===== src/rtl/decryption_pkg.sv =====
// Shared defaults and width-generic rotate helpers for the decryption pipeline.
// Rotates operate on the low w bits of a MAXW-wide container; callers cast back to their width.
package decryption_pkg;

  localparam int DEF_N      = 8;
  localparam int DEF_ROUNDS = 2;
  localparam int DEF_ROT    = 3;
  localparam int MAXW       = 64;

  // Shift amounts >= MAXW yield zero, so the s == 0 case falls out of the mask.
  function automatic logic [MAXW-1:0] rotr(input logic [MAXW-1:0] x, input int n, input int w);
    logic [MAXW-1:0] mask;
    logic [MAXW-1:0] xm;
    int              s;
    mask = (w >= MAXW) ? '1 : ((MAXW'(1) << w) - MAXW'(1));
    xm   = x & mask;
    s    = n % w;
    return ((xm >> s) | (xm << (w - s))) & mask;
  endfunction

  function automatic logic [MAXW-1:0] rotl(input logic [MAXW-1:0] x, input int n, input int w);
    return rotr(x, (w - (n % w)) % w, w);
  endfunction

endpackage


===== src/rtl/decryption_round.sv =====
// One inverse round (rotate right, then XOR round key), registered together with its key.
// Latency 1 cycle; no backpressure, accepts a word every edge.
module decryption_round
  import decryption_pkg::*;
#(
  parameter int N    = DEF_N,
  parameter int ROT  = DEF_ROT,
  parameter int RIDX = 0
) (
  input  logic         clock,
  input  logic         reset,
  input  logic [N-1:0] key_in,
  input  logic [N-1:0] x_in,
  output logic [N-1:0] key_out,
  output logic [N-1:0] x_out
);

  logic [N-1:0] round_key;
  logic [N-1:0] x_next;

  assign round_key = N'(rotl(MAXW'(key_in), RIDX, N));
  assign x_next    = N'(rotr(MAXW'(x_in), ROT, N)) ^ round_key;

  always_ff @(posedge clock) begin
    if (reset) begin
      key_out <= '0;
      x_out   <= '0;
    end else begin
      key_out <= key_in;
      x_out   <= x_next;
    end
  end

endmodule


===== src/rtl/decryption.sv =====
// Pipelined block decryptor: ROUNDS registered inverse rounds, key travels with each word.
// Latency ROUNDS edges; no backpressure, one word per clock.
module decryption
  import decryption_pkg::*;
#(
  parameter int N      = DEF_N,
  parameter int ROUNDS = DEF_ROUNDS,
  parameter int ROT    = DEF_ROT
) (
  input  logic         clock,
  input  logic         reset,
  input  logic [N-1:0] key,
  input  logic [N-1:0] e_data,
  output logic [N-1:0] data
);

  logic [N-1:0] keys [0:ROUNDS];
  logic [N-1:0] xs   [0:ROUNDS];

  assign keys[0] = key;
  assign xs[0]   = e_data;

  // Stage i undoes encryption round ROUNDS-1-i, so rounds peel off in reverse order.
  for (genvar i = 0; i < ROUNDS; i++) begin : g_round
    decryption_round #(
      .N   (N),
      .ROT (ROT),
      .RIDX(ROUNDS - 1 - i)
    ) u_round (
      .clock  (clock),
      .reset  (reset),
      .key_in (keys[i]),
      .x_in   (xs[i]),
      .key_out(keys[i+1]),
      .x_out  (xs[i+1])
    );
  end

  assign data = xs[ROUNDS];

  // The key leaving the last stage has no consumer.
  logic unused_tail;
  assign unused_tail = ^keys[ROUNDS];

endmodule


===== config.mk =====
export PLATFORM = sky130hd
export DESIGN_NAME = decryption
export DESIGN_NICKNAME = d
export VERILOG_FILES = /design/src/rtl/decryption_pkg.sv /design/src/rtl/decryption_round.sv /design/src/rtl/decryption.sv
export SDC_FILE = /design/constraint.sdc
export NUM_CORES = 1
export LEC_CHECK = 0
export CAP_MARGIN = 20
export CORE_UTILIZATION = 34
export CTS_BUF_LIST = sky130_fd_sc_hd__clkbuf_4
export CTS_CLUSTER_DIAMETER = 60
export DETAILED_ROUTE_END_ITERATION = 6
export PLACE_DENSITY = 0.6
export SLEW_MARGIN = 0
export SYNTH_ARGS = -nofsm -noshare
export SYNTH_HDL_FRONTEND = slang
export SYNTH_HIERARCHICAL = 1
export SYNTH_SLANG_ARGS = --single-unit

===== constraint.sdc =====
create_clock -name clock -period 0.8 [get_ports clock]
set_input_delay 0.24 -clock clock [delete_from_list [all_inputs] [get_ports clock]]
set_output_delay 0.24 -clock clock [all_outputs]
set_load 0.01 [all_outputs]

Word-level counts from Yosys, hierarchy flattened:

Index checks and enable logic that the tools add are counted.

* bitwise gates (word level): 6

Operators by type and width (number)
* bitwise OR 5 x 8 -> 8 bit: 2
* bitwise XOR 8 bit: 2
* bitwise OR 1 x 8 -> 8 bit: 1
* bitwise OR 8 x 1 -> 8 bit (second input constant): 1

* output and inout bits: 8
* flip-flop bits (word level): 24
* bits of input ports: 18
* logic and storage cells: 9

Depth between registers and ports, before layout:

* word-level depth: 2
* mapped depth: 2

By module:

The synthesis kept the hierarchy.

Modules (own cells, without submodules)
* decryption_round: instances 2, area each 496.7 um^2, cells an instance 41, seq. area each 320.3 um^2

Worst setup path before layout:

OpenSTA, ideal clock, no wires.

* kind: flip-flop to flip-flop
* from: register g_round[0].u_round.key_out[0]
* to: register g_round[1].u_round.x_out[0]
* data required time: 0.685 ns
* arrival: 0.470 ns
* setup slack: 0.216 ns
* cell stages (with the launch flop): 3
* clock period less this slack: 0.584 ns
* cell sequence: dfxtp_1 -> xnor2_1 -> nor2_1

* longest elaborated chain between the ends: 2

Ends and longest elaborated chain
* start: declaration: line decryption_round.sv:14 `output logic [N-1:0] key_out,`
* start signal: assignment: line decryption_round.sv:29 `key_out <= key_in;`
* bitwise OR 8 x 1 -> 8 bit: line decryption_pkg.sv:18 `return ((xm >> s) | (xm << (w - s))) & mask;`
* bitwise XOR 8 bit: line decryption_round.sv:22 `assign x_next = N'(rotr(MAXW'(x_in), ROT, N)) ^ round_key;`
* end signal: assignment: line decryption_round.sv:30 `x_out <= x_next;`
* end: declaration: line decryption_round.sv:15 `output logic [N-1:0] x_out`

Every way passes these cells.
A chain may end at the register's enable or synchronous reset.

Worst setup path in the final report:

* from: register g_round[1].u_round.x_out[5]
* to: output port data[5]

RTL lines
* end: declaration: line decryption.sv:14 `output logic [N-1:0] data`

No word-level cell between the ends.

==> run_results.csv <==
group,metric,value,unit
synth,netlist_area,768,sq um
setup_path,end_kind,"output pin",
clock_tree,max-clock-path-buffers,2,
synth,yosys_warnings,6,
setup_path,setup.worst_path.start_class,"register",
setup_path,crit_end,"data[5]",
route,dr.pass1.iters,1,
place,dp_cells,121,
setup_path,crit_cells,1,
clock_tree,cts.reportedPaths.clkPinSlew,0.12,ns
die,initial_utilization,37.6,%
route,drt-total-wl,1.09,mm
finish,instances_no_fill,125,
route,drt_iter0_drc,0,
finish,antenna_cells,0,
die,die_h,49.5,microns
run,cap_violations,0,
route,vias,492,
global_routing,antenna_found_initial,0,
sta,slew_viol_final,0,
clock_tree,cts_buffers,3,
global_routing,grt_usage,10.8,%
place,hpwl,798,microns
place,gp_congestion,0.621,
hold_path,hold_path_depth,3,
hold_path,hold_path_class,"in -> reg",
sta,final-hold-violation-count,0,
finish,final_cell_mix,"dfxtp_1 (22), xnor2_1 (16), nor2_1 (16), clkdlybuf4s50_1 (16), buf_2 (7)",
die,fp.dieW,49.5,microns
setup_path,critPathKind,"reg -> out",
setup_path,cpPeakStageDelay,0.34,ns
die,dieArea,0.00245,sq mm
sta,tns,-1.42,ns
sta,max_slew_margin,90.8,%
global_routing,grt_pass1_vias,466,
finish,area_growth,39.6,%
synth,syn-num-nets,84,
sta,period_needed,0.984,ns
setup_path,cp_slowest_cell,"dfxtp_2",
route,ant_nets,0,
die,ioPinCount,26,
sta,rsz0062_at_grt,"true",
setup_path,r2r-start,"g_round[0].u_round/key_out[1]",
setup_path,crit_fanout,1,
synth,synth_cells,66,
setup_path,cp.arrival,0.74,ns
clock_tree,cts_hold_buf,0,
finish,finish.utilization,52.5,%
clock_tree,cts_max_level,1,
place,portBuffers,25,
route,drc_errors,0,
clock_tree,cts-root-buf,"clkbuf_4",
finish,drive_gt1_share,25.5,%
hold_path,min-delay-start,"reset",
clock_tree,cts_tree,"done",
sta,period_share,123,%
sta,max_freq,1020,MHz
sta,setup_slack,-0.184,ns
sta,finClkSkew,0.000334,ns
die,fp-row-count,16,
status,outcome,"finished with violations",
route,wl_per_cell,8.70,microns
setup_path,r2r_slack,0.16,ns
sta,setup_viol,8,
global_routing,grt_pass1_wl,1.93,mm
pwr,powerDensity,1980,mW/mm^2
status,violations,"setup timing",
setup_path,required,0.56,ns
setup_path,startpoint,"g_round[1].u_round/x_out[5]",
setup_path,r2r-end,"g_round[1].u_round/x_out[1]",
finish,final_common_cell,"dfxtp_1",
global_routing,grt_max_degree,13,
pwr,ir_drop,0.950,mV
global_routing,overflow,0,
clock_tree,cts.sinks,24,
sta,tightest_slew,0.136,ns
setup_path,ff2ff_path_depth,2,
clock_tree,clk_latency,0.29,ns
route,avgViaCountPerCell,3.94,
finish,nets,118,
pwr,cellLeakagePower,0.447,nW
synth,avgSynthCellArea,11.6,sq um
die,core_area,0.00204,sq mm
setup_path,crit_family,"flip-flops",
setup_path,path_cells,"buf_6",
setup_path,cp.buffers_inverters,1,
[worst min path at each step]
stage / to / slack (ns)
floorplan: g_round[0].u_round/key_out[5] / 0.37
global placement: g_round[1].u_round/x_out[5] / 0.46
detailed placement: g_round[1].u_round/x_out[6] / 0.47
CTS: g_round[1].u_round/x_out[1] / 0.43
global route: g_round[1].u_round/x_out[1] / 0.45
finish: g_round[1].u_round/x_out[1] / 0.42
[metrics by stage]
step / cell area, sq um / hold WS, ns / total power [mW] / setup WS [ns]
floorplan: 768 / 0.368 / 1.49 / 0.225
global placement: 1070 / 0.461 / 1.68 / -0.378
detailed placement: 1070 / 0.468 / 1.68 / -0.385
CTS: 1060 / 0.429 / 2.15 / -0.201
global route: 1070 / 0.453 / 2.24 / -0.231
finish: 1070 / 0.425 / 2.13 / -0.184
[power breakdown]
| part | internal (mW) | switching [mW] |
|---|---|---|
| sequential | 1.29 | 0.0306 |
| combinational | 0.208 | 0.111 |
| clock | 0.175 | 0.316 |
[state kept, by name, summed over array words and instances, names as in the netlist]
signal / cells
g_round.u_round/x_out: 16
g_round.u_round/key_out: 8
[worst min-delay path, cell delays in order]
cell,delay [ns]
dlygate4sd2_1,0.23
buf_2,0.17
nor2_1,0.06
[metal layers]
layer / vias up / global-route usage (%) / share of wire, %
met5: - / 0 / 0
met4: 0 / 7.14 / 0
met3: 0 / 3.09 / 6.4
met2: 16 / 17.8 / 51
met1: 215 / 11.8 / 42
li1: 261 / - / -
[what timing repair did]
action,4_1_cts,5_1_grt
gates cloned,1,0
pin swaps,0,0
resized for setup,36,2
setup endpoints to repair,26,8
setup buffers,0,0
[layout make-up]
class	instances	area [sq um]
clock buffers	3	22.5
fillers	216	970
flip-flops and latches	24	483
well taps	27	33.8
repair buffers	31	268
multi-input cells	40	265
Power figures use the tool's default switching activity.
